**src/rtl/instruction_fetcher_pkg.sv**
```systemverilog
// Shared definitions for the instruction front end.
//   - Internal opcode codes (lui=1 .. and=37, 0 = unrecognised), shared with
//     the decoder, reservation station, load/store buffer and reorder buffer.
//   - Raw RISC-V major opcode field values (inst[6:0]).
//   - Fetch state machine encoding.
package instruction_fetcher_pkg;

  localparam int unsigned OPC_W = 7;
  typedef logic [OPC_W-1:0] op_code_t;

  localparam op_code_t OP_NONE  = 7'd0;
  localparam op_code_t OP_LUI   = 7'd1;
  localparam op_code_t OP_AUIPC = 7'd2;
  localparam op_code_t OP_JAL   = 7'd3;
  localparam op_code_t OP_JALR  = 7'd4;
  localparam op_code_t OP_BEQ   = 7'd5;
  localparam op_code_t OP_BNE   = 7'd6;
  localparam op_code_t OP_BLT   = 7'd7;
  localparam op_code_t OP_BGE   = 7'd8;
  localparam op_code_t OP_BLTU  = 7'd9;
  localparam op_code_t OP_BGEU  = 7'd10;
  localparam op_code_t OP_LB    = 7'd11;
  localparam op_code_t OP_LH    = 7'd12;
  localparam op_code_t OP_LW    = 7'd13;
  localparam op_code_t OP_LBU   = 7'd14;
  localparam op_code_t OP_LHU   = 7'd15;
  localparam op_code_t OP_SB    = 7'd16;
  localparam op_code_t OP_SH    = 7'd17;
  localparam op_code_t OP_SW    = 7'd18;
  localparam op_code_t OP_ADDI  = 7'd19;
  localparam op_code_t OP_SLTI  = 7'd20;
  localparam op_code_t OP_SLTIU = 7'd21;
  localparam op_code_t OP_XORI  = 7'd22;
  localparam op_code_t OP_ORI   = 7'd23;
  localparam op_code_t OP_ANDI  = 7'd24;
  localparam op_code_t OP_SLLI  = 7'd25;
  localparam op_code_t OP_SRLI  = 7'd26;
  localparam op_code_t OP_SRAI  = 7'd27;
  localparam op_code_t OP_ADD   = 7'd28;
  localparam op_code_t OP_SUB   = 7'd29;
  localparam op_code_t OP_SLL   = 7'd30;
  localparam op_code_t OP_SLT   = 7'd31;
  localparam op_code_t OP_SLTU  = 7'd32;
  localparam op_code_t OP_XOR   = 7'd33;
  localparam op_code_t OP_SRL   = 7'd34;
  localparam op_code_t OP_SRA   = 7'd35;
  localparam op_code_t OP_OR    = 7'd36;
  localparam op_code_t OP_AND   = 7'd37;

  // Raw major opcodes, inst[6:0].
  localparam logic [6:0] RV_LUI    = 7'b0110111;
  localparam logic [6:0] RV_AUIPC  = 7'b0010111;
  localparam logic [6:0] RV_JAL    = 7'b1101111;
  localparam logic [6:0] RV_JALR   = 7'b1100111;
  localparam logic [6:0] RV_BRANCH = 7'b1100011;
  localparam logic [6:0] RV_LOAD   = 7'b0000011;
  localparam logic [6:0] RV_STORE  = 7'b0100011;
  localparam logic [6:0] RV_OPIMM  = 7'b0010011;
  localparam logic [6:0] RV_OP     = 7'b0110011;

  typedef enum logic [2:0] {
    ST_IDLE  = 3'd0,
    ST_REQ   = 3'd1,
    ST_HOLD  = 3'd2,
    ST_JALR  = 3'd3,
    ST_DRAIN = 3'd4
  } fetch_state_e;

endpackage

```
**src/rtl/instruction_fetcher_decoder.sv**
```systemverilog
// Combinational RV32I decoder.
//   inst_i    : raw 32-bit instruction word
//   opcode_o  : internal opcode code (0 = unrecognised; all fields then 0)
//   rs1_o/rs2_o/rd_o : register fields, 0 where the format has no such field
//   imm_o     : sign-extended immediate for the format (shamt for shifts)
module instruction_fetcher_decoder
  import instruction_fetcher_pkg::*;
(
  input  logic [31:0] inst_i,
  output op_code_t    opcode_o,
  output logic [4:0]  rs1_o,
  output logic [4:0]  rs2_o,
  output logic [4:0]  rd_o,
  output logic [31:0] imm_o
);

  logic [2:0]  funct3;
  logic [6:0]  funct7;
  logic [31:0] imm_i_fmt, imm_s_fmt, imm_b_fmt, imm_u_fmt, imm_j_fmt;

  assign funct3    = inst_i[14:12];
  assign funct7    = inst_i[31:25];
  assign imm_i_fmt = {{20{inst_i[31]}}, inst_i[31:20]};
  assign imm_s_fmt = {{20{inst_i[31]}}, inst_i[31:25], inst_i[11:7]};
  assign imm_b_fmt = {{19{inst_i[31]}}, inst_i[31], inst_i[7], inst_i[30:25], inst_i[11:8], 1'b0};
  assign imm_u_fmt = {inst_i[31:12], 12'b0};
  assign imm_j_fmt = {{11{inst_i[31]}}, inst_i[31], inst_i[19:12], inst_i[20], inst_i[30:21], 1'b0};

  always_comb begin
    // NOTE: every output gets a default before the case so no path leaves a
    // value unassigned, which would otherwise infer a latch.
    opcode_o = OP_NONE;
    rs1_o    = 5'd0;
    rs2_o    = 5'd0;
    rd_o     = 5'd0;
    imm_o    = 32'd0;

    unique case (inst_i[6:0])
      RV_LUI:   begin opcode_o = OP_LUI;   rd_o = inst_i[11:7]; imm_o = imm_u_fmt; end
      RV_AUIPC: begin opcode_o = OP_AUIPC; rd_o = inst_i[11:7]; imm_o = imm_u_fmt; end
      RV_JAL:   begin opcode_o = OP_JAL;   rd_o = inst_i[11:7]; imm_o = imm_j_fmt; end
      RV_JALR: begin
        if (funct3 == 3'b000) opcode_o = OP_JALR;
        rd_o = inst_i[11:7]; rs1_o = inst_i[19:15]; imm_o = imm_i_fmt;
      end
      RV_BRANCH: begin
        case (funct3)
          3'b000:  opcode_o = OP_BEQ;
          3'b001:  opcode_o = OP_BNE;
          3'b100:  opcode_o = OP_BLT;
          3'b101:  opcode_o = OP_BGE;
          3'b110:  opcode_o = OP_BLTU;
          3'b111:  opcode_o = OP_BGEU;
          default: opcode_o = OP_NONE;
        endcase
        rs1_o = inst_i[19:15]; rs2_o = inst_i[24:20]; imm_o = imm_b_fmt;
      end
      RV_LOAD: begin
        case (funct3)
          3'b000:  opcode_o = OP_LB;
          3'b001:  opcode_o = OP_LH;
          3'b010:  opcode_o = OP_LW;
          3'b100:  opcode_o = OP_LBU;
          3'b101:  opcode_o = OP_LHU;
          default: opcode_o = OP_NONE;
        endcase
        rd_o = inst_i[11:7]; rs1_o = inst_i[19:15]; imm_o = imm_i_fmt;
      end
      RV_STORE: begin
        case (funct3)
          3'b000:  opcode_o = OP_SB;
          3'b001:  opcode_o = OP_SH;
          3'b010:  opcode_o = OP_SW;
          default: opcode_o = OP_NONE;
        endcase
        rs1_o = inst_i[19:15]; rs2_o = inst_i[24:20]; imm_o = imm_s_fmt;
      end
      RV_OPIMM: begin
        rd_o = inst_i[11:7]; rs1_o = inst_i[19:15]; imm_o = imm_i_fmt;
        case (funct3)
          3'b000: opcode_o = OP_ADDI;
          3'b010: opcode_o = OP_SLTI;
          3'b011: opcode_o = OP_SLTIU;
          3'b100: opcode_o = OP_XORI;
          3'b110: opcode_o = OP_ORI;
          3'b111: opcode_o = OP_ANDI;
          3'b001: begin
            if (funct7 == 7'b0000000) opcode_o = OP_SLLI;
            imm_o = {27'd0, inst_i[24:20]};
          end
          default: begin // 3'b101
            if (funct7 == 7'b0000000)      opcode_o = OP_SRLI;
            else if (funct7 == 7'b0100000) opcode_o = OP_SRAI;
            imm_o = {27'd0, inst_i[24:20]};
          end
        endcase
      end
      RV_OP: begin
        rd_o = inst_i[11:7]; rs1_o = inst_i[19:15]; rs2_o = inst_i[24:20];
        if (funct7 == 7'b0000000) begin
          case (funct3)
            3'b000:  opcode_o = OP_ADD;
            3'b001:  opcode_o = OP_SLL;
            3'b010:  opcode_o = OP_SLT;
            3'b011:  opcode_o = OP_SLTU;
            3'b100:  opcode_o = OP_XOR;
            3'b101:  opcode_o = OP_SRL;
            3'b110:  opcode_o = OP_OR;
            default: opcode_o = OP_AND;
          endcase
        end else if (funct7 == 7'b0100000) begin
          if (funct3 == 3'b000)      opcode_o = OP_SUB;
          else if (funct3 == 3'b101) opcode_o = OP_SRA;
        end
      end
      default: opcode_o = OP_NONE;
    endcase

    // Unrecognised words carry no fields at all.
    if (opcode_o == OP_NONE) begin
      rs1_o = 5'd0;
      rs2_o = 5'd0;
      rd_o  = 5'd0;
      imm_o = 32'd0;
    end
  end

endmodule

```
**src/rtl/instruction_fetcher.sv**
```systemverilog
// Fetch stage: owns the fetch PC, requests words from the instruction cache,
// decodes them and holds one decoded instruction for the dispatcher.
// Static prediction: jal and backward branches taken; jalr stalls fetch until
// jalr_done; a RoB flush redirects fetch in any state.
// Ports:
//   clk_in, rst_in (async, active-high), rdy_in (global enable)
//   icache_req_valid/addr (out), icache_resp_valid/inst (in)
//   flush_valid/flush_pc (in), jalr_done/jalr_target (in)
//   issue_valid (out), issue_ready (in), issue_* decoded fields (out)
module instruction_fetcher
  import instruction_fetcher_pkg::*;
#(
  parameter logic [31:0] RESET_PC = 32'h0000_0000
) (
  input  logic        clk_in,
  input  logic        rst_in,
  input  logic        rdy_in,
  output logic        icache_req_valid,
  output logic [31:0] icache_req_addr,
  input  logic        icache_resp_valid,
  input  logic [31:0] icache_resp_inst,
  input  logic        flush_valid,
  input  logic [31:0] flush_pc,
  input  logic        jalr_done,
  input  logic [31:0] jalr_target,
  output logic        issue_valid,
  input  logic        issue_ready,
  output logic [6:0]  issue_opcode,
  output logic [4:0]  issue_rs1,
  output logic [4:0]  issue_rs2,
  output logic [4:0]  issue_rd,
  output logic [31:0] issue_imm,
  output logic [31:0] issue_pc,
  output logic        issue_pred_taken,
  output logic [31:0] issue_pred_pc
);

  fetch_state_e state_q;
  logic [31:0]  pc_q;        // fetch PC; also drives icache_req_addr
  logic [31:0]  redirect_q;  // flush target saved while draining
  logic         req_valid_q;
  logic         issue_valid_q;
  op_code_t     issue_opcode_q;
  logic [4:0]   issue_rs1_q, issue_rs2_q, issue_rd_q;
  logic [31:0]  issue_imm_q, issue_pc_q, issue_pred_pc_q;
  logic         issue_pred_taken_q;

  op_code_t     dec_opcode;
  logic [4:0]   dec_rs1, dec_rs2, dec_rd;
  logic [31:0]  dec_imm;
  logic         is_branch;
  logic         pred_taken_d;
  logic [31:0]  pred_pc_d;

  instruction_fetcher_decoder u_decoder (
    .inst_i   (icache_resp_inst),
    .opcode_o (dec_opcode),
    .rs1_o    (dec_rs1),
    .rs2_o    (dec_rs2),
    .rd_o     (dec_rd),
    .imm_o    (dec_imm)
  );

  // Static prediction from the word being returned for pc_q.
  assign is_branch    = (dec_opcode >= OP_BEQ) && (dec_opcode <= OP_BGEU);
  assign pred_taken_d = (dec_opcode == OP_JAL) || (is_branch && dec_imm[31]);
  assign pred_pc_d    = pred_taken_d ? (pc_q + dec_imm) : (pc_q + 32'd4);

  always_ff @(posedge clk_in or posedge rst_in) begin
    if (rst_in) begin
      state_q            <= ST_IDLE;
      pc_q               <= RESET_PC;
      redirect_q         <= RESET_PC;
      req_valid_q        <= 1'b0;
      issue_valid_q      <= 1'b0;
      issue_opcode_q     <= OP_NONE;
      issue_rs1_q        <= 5'd0;
      issue_rs2_q        <= 5'd0;
      issue_rd_q         <= 5'd0;
      issue_imm_q        <= 32'd0;
      issue_pc_q         <= 32'd0;
      issue_pred_pc_q    <= 32'd0;
      issue_pred_taken_q <= 1'b0;
    end else if (rdy_in) begin
      // NOTE: state registers use non-blocking assignments so every branch
      // below sees the pre-edge values of pc_q and friends.
      unique case (state_q)
        ST_IDLE: begin
          if (flush_valid) pc_q <= flush_pc;
          req_valid_q <= 1'b1;
          state_q     <= ST_REQ;
        end

        ST_REQ: begin
          if (flush_valid) begin
            if (icache_resp_valid) begin
              // Response already here: drop it and request the target now.
              pc_q <= flush_pc;
            end else begin
              // Outstanding request must complete before re-requesting.
              redirect_q <= flush_pc;
              state_q    <= ST_DRAIN;
            end
          end else if (icache_resp_valid) begin
            issue_opcode_q     <= dec_opcode;
            issue_rs1_q        <= dec_rs1;
            issue_rs2_q        <= dec_rs2;
            issue_rd_q         <= dec_rd;
            issue_imm_q        <= dec_imm;
            issue_pc_q         <= pc_q;
            issue_pred_pc_q    <= pred_pc_d;
            issue_pred_taken_q <= pred_taken_d;
            issue_valid_q      <= 1'b1;
            req_valid_q        <= 1'b0;
            state_q            <= ST_HOLD;
          end
        end

        ST_HOLD: begin
          if (flush_valid) begin
            pc_q          <= flush_pc;
            issue_valid_q <= 1'b0;
            req_valid_q   <= 1'b1;
            state_q       <= ST_REQ;
          end else if (issue_ready) begin
            issue_valid_q <= 1'b0;
            if (issue_opcode_q == OP_JALR) begin
              state_q <= ST_JALR;
            end else begin
              pc_q        <= issue_pred_pc_q;
              req_valid_q <= 1'b1;
              state_q     <= ST_REQ;
            end
          end
        end

        ST_JALR: begin
          if (flush_valid || jalr_done) begin
            pc_q        <= flush_valid ? flush_pc : jalr_target;
            req_valid_q <= 1'b1;
            state_q     <= ST_REQ;
          end
        end

        ST_DRAIN: begin
          if (flush_valid) redirect_q <= flush_pc;
          if (icache_resp_valid) begin
            // A flush arriving with the drained word still wins.
            pc_q    <= flush_valid ? flush_pc : redirect_q;
            state_q <= ST_REQ;
          end
        end

        default: begin
          state_q     <= ST_IDLE;
          req_valid_q <= 1'b0;
        end
      endcase
    end
  end

  assign icache_req_valid = req_valid_q;
  assign icache_req_addr  = pc_q;
  assign issue_valid      = issue_valid_q;
  assign issue_opcode     = issue_opcode_q;
  assign issue_rs1        = issue_rs1_q;
  assign issue_rs2        = issue_rs2_q;
  assign issue_rd         = issue_rd_q;
  assign issue_imm        = issue_imm_q;
  assign issue_pc         = issue_pc_q;
  assign issue_pred_taken = issue_pred_taken_q;
  assign issue_pred_pc    = issue_pred_pc_q;

endmodule
```
**config.mk**
```make
export PLATFORM = sky130hd
export DESIGN_NAME = instruction_fetcher
export DESIGN_NICKNAME = d
export VERILOG_FILES = /design/src/rtl/instruction_fetcher_pkg.sv /design/src/rtl/instruction_fetcher_decoder.sv /design/src/rtl/instruction_fetcher.sv
export SDC_FILE = /design/constraint.sdc
export NUM_CORES = 1
export LEC_CHECK = 0
export ABC_AREA = 1
export CAP_MARGIN = 20
export CORE_MARGIN = 2
export CORE_UTILIZATION = 40
export CTS_CLUSTER_SIZE = 40
export DETAILED_ROUTE_END_ITERATION = 10
export PLACE_DENSITY = 0.7
export SLEW_MARGIN = 40
export SYNTH_ARGS = -nofsm -noshare
export SYNTH_HDL_FRONTEND = slang
export SYNTH_SLANG_ARGS = --single-unit
```
**constraint.sdc**
```tcl
create_clock -name clk_in -period 8.25 [get_ports clk_in]
set_input_delay 1.65 -clock clk_in [delete_from_list [all_inputs] [get_ports clk_in]]
set_output_delay 1.65 -clock clk_in [all_outputs]
set_load 0.01 [all_outputs]
```
**After elaboration in Yosys (flattened, before gate mapping)**

Index checks and enable logic that the tools add are counted.

- Bits in registers: 188
- Output and inout bits: 153

- Order comparisons: 2
- Add/sub/neg operators: 2
- Multiplexer cells: 59
- Reductions and logical operators: 23
- Equal/unequal tests: 34
- Bitwise logic cells: 2

Operators with widths:

| operator | number |
|---|---|
| two-way mux 32 bit | 15 |
| one-hot mux 32 bit (6 select lines) | 1 |
| one-hot mux 32 bit (5 select lines) | 1 |
| one-hot mux 32 bit (2 select lines) | 1 |
| one-hot mux 7 bit (9 select lines) | 1 |
| one-hot mux 7 bit (7 select lines) | 1 |
| one-hot mux 6 bit (7 select lines) | 1 |
| two-way mux 5 bit | 8 |
| adder 32 x 3 -> 32 bit (second input constant) | 1 |
| adder 32 bit | 1 |
| == test 7 x 6 -> 1 bit (second input constant) | 4 |
| two-way mux 7 bit | 4 |
| two-way mux 3 bit | 8 |
| one-hot mux 4 bit (6 select lines) | 1 |
| == test 7 bit (second input constant) | 3 |
| one-hot mux 4 bit (5 select lines) | 1 |
| == test 3 bit (second input constant) | 5 |
| one-hot mux 3 bit (5 select lines) | 1 |
| one-hot mux 5 bit (3 select lines) | 1 |
| == test 7 x 2 -> 1 bit (second input constant) | 2 |
| == test 7 x 5 -> 1 bit (second input constant) | 2 |
| logical NOT 7 bit | 2 |
| != test 2 bit (second input constant) | 7 |
| == test 3 x 2 -> 1 bit (second input constant) | 4 |
| other kinds (25) | 46 |

**Depth between registers and ports, before layout**

- Depth in word-level cells: 11
- Mapped depth: 30

**By module**

A second synthesis with hierarchy kept.

- Cell total of the unflattened synthesis: 2062
- Area total of the unflattened synthesis: 13332.8 µm²

Modules (own cells, without submodules):

| module | sequential area each (µm²) | area an instance (µm²) | cells an instance | instances |
|---|---|---|---|---|
| instruction_fetcher | 4704.5 | 12116.6 | 1774 | 1 |
| instruction_fetcher_decoder | 0.0 | 1216.2 | 288 | 1 |

**Least setup slack after synthesis**

OpenSTA, ideal clock, no wires.

- Path kind: input -> register
- Start: input icache_resp_inst[13]
- End: register issue_pred_pc_q[18], in the netlist issue_pred_pc[18]
- Arrival time: 4.635 ns
- Cell stages on the path: 26
- Path slack: 3.497 ns
- Cell sequence: buf_4 inv_2 nand2_2 nor2_2 nand3_1 nand3_1 nand3b_1 nor2_1 nand3_2 inv_2 buf_2 nor2_1 ha_1 a21oi_1 o21ai_1 a21boi_0 inv_1 a21oi_1 nor2_1 nor2_1 inv_1 or2_1 nand3_1 nand2_1 nand2_1 nand2_1

RTL lines:

| what | RTL line | RTL |
|---|---|---|
| from (decl) | instruction_fetcher.sv:21 | `input logic [31:0] icache_resp_inst,` |
| == test 3 bit | n/a |  |
| two-way mux 6 bit | instruction_fetcher_decoder.sv:113 | `else if (funct3 == 3'b101) opcode_o = OP_SRA;` |
| two-way mux 7 bit | instruction_fetcher_decoder.sv:112 | `if (funct3 == 3'b000) opcode_o = OP_SUB;` |
| two-way mux 7 bit | instruction_fetcher_decoder.sv:111 | `end else if (funct7 == 7'b0100000) begin` |
| two-way mux 7 bit | instruction_fetcher_decoder.sv:100 | `if (funct7 == 7'b0000000) begin` |
| one-hot mux 7 bit (9 select lines) (*) | instruction_fetcher_decoder.sv:38 | `unique case (inst_i[6:0])` |
| logical NOT 7 bit (*) | instruction_fetcher_decoder.sv:120 | `if (opcode_o == OP_NONE) begin` |
| two-way mux 32 bit (*) | instruction_fetcher_decoder.sv:120 |  |
| via dec_imm[3] | instruction_fetcher.sv:50 | `logic [31:0] dec_imm;` |
| adder 32 bit (*) | instruction_fetcher.sv:67 | `assign pred_pc_d = pred_taken_d ? (pc_q + dec_imm) : (pc_q + 32'd4);` |
| two-way mux 32 bit (*) | instruction_fetcher.sv:67 |  |
| to (signal assigned) | instruction_fetcher.sv:111 | `issue_pred_pc_q <= pred_pc_d;` |
| to (decl) | instruction_fetcher.sv:45 | `logic [31:0] issue_imm_q, issue_pc_q, issue_pred_pc_q;` |

Mark *: on every way through the listed nets, which the timed path passes. The rest lies on a longest branch.
A chain may end at the register's enable or synchronous reset.

**Worst setup path after layout**

- Start: input icache_resp_inst[14]
- End: register issue_pred_pc_q[18], in the netlist issue_pred_pc[18]

Same word-level chain as after synthesis.

==> results_dict.tcl <==
set metrics [dict create \
    status "finished, final reports clean" \
    min_to "issue_imm[18]" \
    min_path_cells 2 \
    hold_viol 0 \
    path_clk_slew_ns 0.08 \
    fin_nets 2223 \
    start_kind "input port" \
    setup-violations-final 0 \
    avgSynthCellArea_um2 6.85 \
    synth_flop_cell "dfrtp_1" \
    postRouteWirelength_um 48400 \
    hpwl_um 36400 \
    ys_seq_area_frac 0.363 \
    std_cell_rows 65 \
    syn-cell-area_um2 12900 \
    synth_area_leaders "dfrtp_1 36%, nand2_1 22%, o21ai_0 5.6%, inv_1 4.4%, nand3_1 3.6%" \
    postRouteAntennaNets 0 \
    cts-resized-gates 0 \
    yosysWarnings 0 \
    dieWidth_um 184 \
    cts_tree "yes" \
    clk_path_buf_depth 2 \
    grt_max_degree 122 \
    grt_pass1_vias 13200 \
    peakVddDrop_mv 0.156 \
    synthTopCellsByCount "744 x nand2_1, 187 x dfrtp_1, 150 x inv_1" \
    yosysMostFrequentCell "nand2_1" \
    reg2reg_depth 13 \
    drt_iter0_markers 1288 \
    syn_to_final_growth_pct 26.5 \
    hold_class "flop to flop" \
    die-area_um2 33700 \
    crit_required_ns 8.59 \
    synth_edf_count 0 \
    yosysTopAreaCellShare 0.363 \
    r2r_start "state_q[2]" \
    rrSetupSlack_ns 4.92 \
    via_per_inst 5.48 \
    postCtsSetupRepairBufs 0 \
    relSlewSlack 0.480 \
    clock-sinks 187 \
    grt_pass1_wl_um 74800 \
    vias 13700 \
    synth-async-reset-ratio 1.00 \
    slew_violations 0 \
    cts_inserted_buffers 17 \
    place.gp.congestion 0.935 \
    root_buffer "clkbuf_16" \
    r2r-end "icache_req_addr[24]" \
    cts-hold-fix-buffers 0 \
    htreeDepth 4 \
    critical_path_class "input port to flop" \
    fin_cells 2501 \
    synth_area_leader_cell "dfrtp_1" \
    fmax_mhz 156 \
    pin_count 256 \
    fin_skew_ns 0.0150 \
    p_leak_nw 7.75 \
    start_util 0.408 \
    dpl.cell_count 2469 \
    post-route-drc-count 0 \
    hold_path.startpoint "issue_imm[18]" \
    n_antenna_cell 0 \
    fin_crit_ns 6.43 \
    fin_hold_ws_ns 0.482 \
    overflow 0 \
    setup_tns_ns 0 \
    yosysUniqueCellTypes 52 \
    wl_per_cell_um 19.3 \
    insertion_delay_ns 0.45 \
    power_density_nw_per_um2 275 \
    cp-end-kind "flop" \
    io_buffers 254 \
    fin_crit_sh 0.779 \
    utilization 0.516 \
    track_usage 0.286 \
    ys_seq_elements 187 \
    drtPass1Iterations 5 \
    drive_gt1_frac 0.0600 \
    synth_nets 2018 \
    postSynthCellCount 1882 \
    coreArea_um2 31600 \
    cp_max_fo 39 \
    cap_violations 0 \
    crit_arrival_ns 6.76 \
    die_y_um 184 \
    antenna_found_initial 1 \
    max_slew.worst_pin.slew_ns 0.770 \
    rsz0062_at_grt "no" \
]
[flip-flops by register name, summed over array words and instances (netlist names)]
name	flops
issue_pc	32
icache_req_valid	1
issue_valid	1
issue_rs1	5
issue_imm	32
issue_pred_taken	1
issue_rs2	5
issue_opcode	6
state_q	3
icache_req_addr	32
redirect_q	32
issue_pred_pc	32
issue_rd	5
[logic make-up (layout without fill, tap and decap cells)]
group	after synthesis	after routing	synth area share
DFF	187	187	0.363
AOI/OAI and AO/OA	295	295	0.131
buffers and inverters	247	464	0.0773
adders and majority gates	33	33	0.0326
and+or+nand+nor	1034	1034	0.332
other	1	1	0.000291
muxes	33	33	0.0288
xor gates and xnor gates	52	52	0.0353
[worst max-delay path, cell delays in order]
cell and delay (ns):
clkdlybuf4s50_1 0.65, inv_2 0.22, nand2_1 0.09, inv_1 0.15, nor2_1 0.06, nand2_1 0.08
nand3_1 0.08, nor3_1 0.26, nand2_1 0.10, nor2_1 0.14, nand3_2 0.27, inv_2 0.59
nor2_1 0.13, ha_1 0.38, a21oi_1 0.18, o21ai_1 0.22, a21boi_0 0.39, inv_1 0.17
a21oi_1 0.27, nor2_1 0.07, nor2_1 0.09, inv_1 0.05, or2_1 0.20, nand3_1 0.08
nand2_1 0.06, nand2_1 0.06, nand2_1 0.06
[routing by layer]
layer | track usage | wire length (um) | vias to the layer above | part of all wire
met5 | 0 | 0 | - | 0
met1 | 0.388 | 21600 | 6573 | 0.45
met2 | 0.459 | 22400 | 487 | 0.46
met3 | 0.0402 | 2470 | 102 | 0.051
li1 | - | - | 6552 | -
met4 | 0.121 | 1950 | 0 | 0.040
[per-stage QoR]
stage / power, mW / worst slack, ns / instance area [um^2]
6_report: 4.48 / 1.82 / 16300
5_1_grt: 4.78 / 1.28 / 16300
2_1_floorplan: 2.64 / 1.51 / 12900
3_3_place_gp: 3.59 / 1.52 / 15700
3_5_place_dp: 3.64 / 1.53 / 15700
4_1_cts: 4.49 / 1.97 / 16300
[worst max path at each step]
stage | slack, ns | to | cells after the start | from
after floorplan | 1.51 | icache_req_addr[0] | 1 | rst_in
after global placement | 1.52 | issue_pred_pc[18] | 26 | icache_resp_inst[14]
after detailed placement | 1.53 | issue_pred_pc[17] | 26 | icache_resp_inst[14]
after CTS | 1.97 | issue_pred_pc[18] | 27 | icache_resp_inst[14]
after global routing | 1.28 | issue_pred_pc[17] | 26 | icache_resp_inst[14]
final | 1.82 | issue_pred_pc[18] | 27 | icache_resp_inst[14]
[cell type report]
cell class / instances / area [um^2]
Fill cell: 3102 / 15300
Multi-Input combinational cell: 1448 / 7250
Sequential cell: 187 / 4680
Timing Repair Buffer: 268 / 2670
Inverter: 165 / 639
Tap cell: 402 / 503
Clock buffer: 17 / 425
Clock inverter: 14 / 149
[cells in the final DEF, fill, tap and decap left out, types with 3 or more instances in the layout]
| cell type | count |
|---|---|
| a21boi_0 | 3 |
| a21oi_1 | 58 |
| a31oi_1 | 17 |
| buf_4 | 10 |
| clkbuf_16 | 17 |
| clkdlybuf4s50_1 | 254 |
| clkinv_4 | 3 |
| dfrtp_1 | 187 |
| ha_1 | 32 |
| inv_1 | 146 |
| inv_2 | 15 |
| inv_6 | 4 |
| inv_8 | 5 |
| mux2_2 | 33 |
| nand2_1 | 744 |
| nand2_2 | 4 |
| nand3_1 | 93 |
| nand3_2 | 3 |
| nand3b_1 | 4 |
| nand4_1 | 14 |
| nor2_1 | 111 |
| nor2_2 | 6 |
| nor2_4 | 8 |
| nor3_1 | 26 |
| nor3_4 | 3 |
| nor4_1 | 9 |
| o2111ai_1 | 24 |
| o211ai_1 | 9 |
| o21a_1 | 3 |
| o21ai_0 | 144 |
| o21ai_1 | 17 |
| o21bai_1 | 4 |
| o31ai_1 | 6 |
| xnor2_1 | 13 |
| xor2_1 | 39 |
[power by group]
group	switching (mW)	internal, mW	total, mW
clock	0.431	0.405	0.835
sequential	0.373	1.22	1.59
combinational	1.15	0.898	2.05
total	1.96	2.53	4.48
Power figures use the tool's default switching activity.
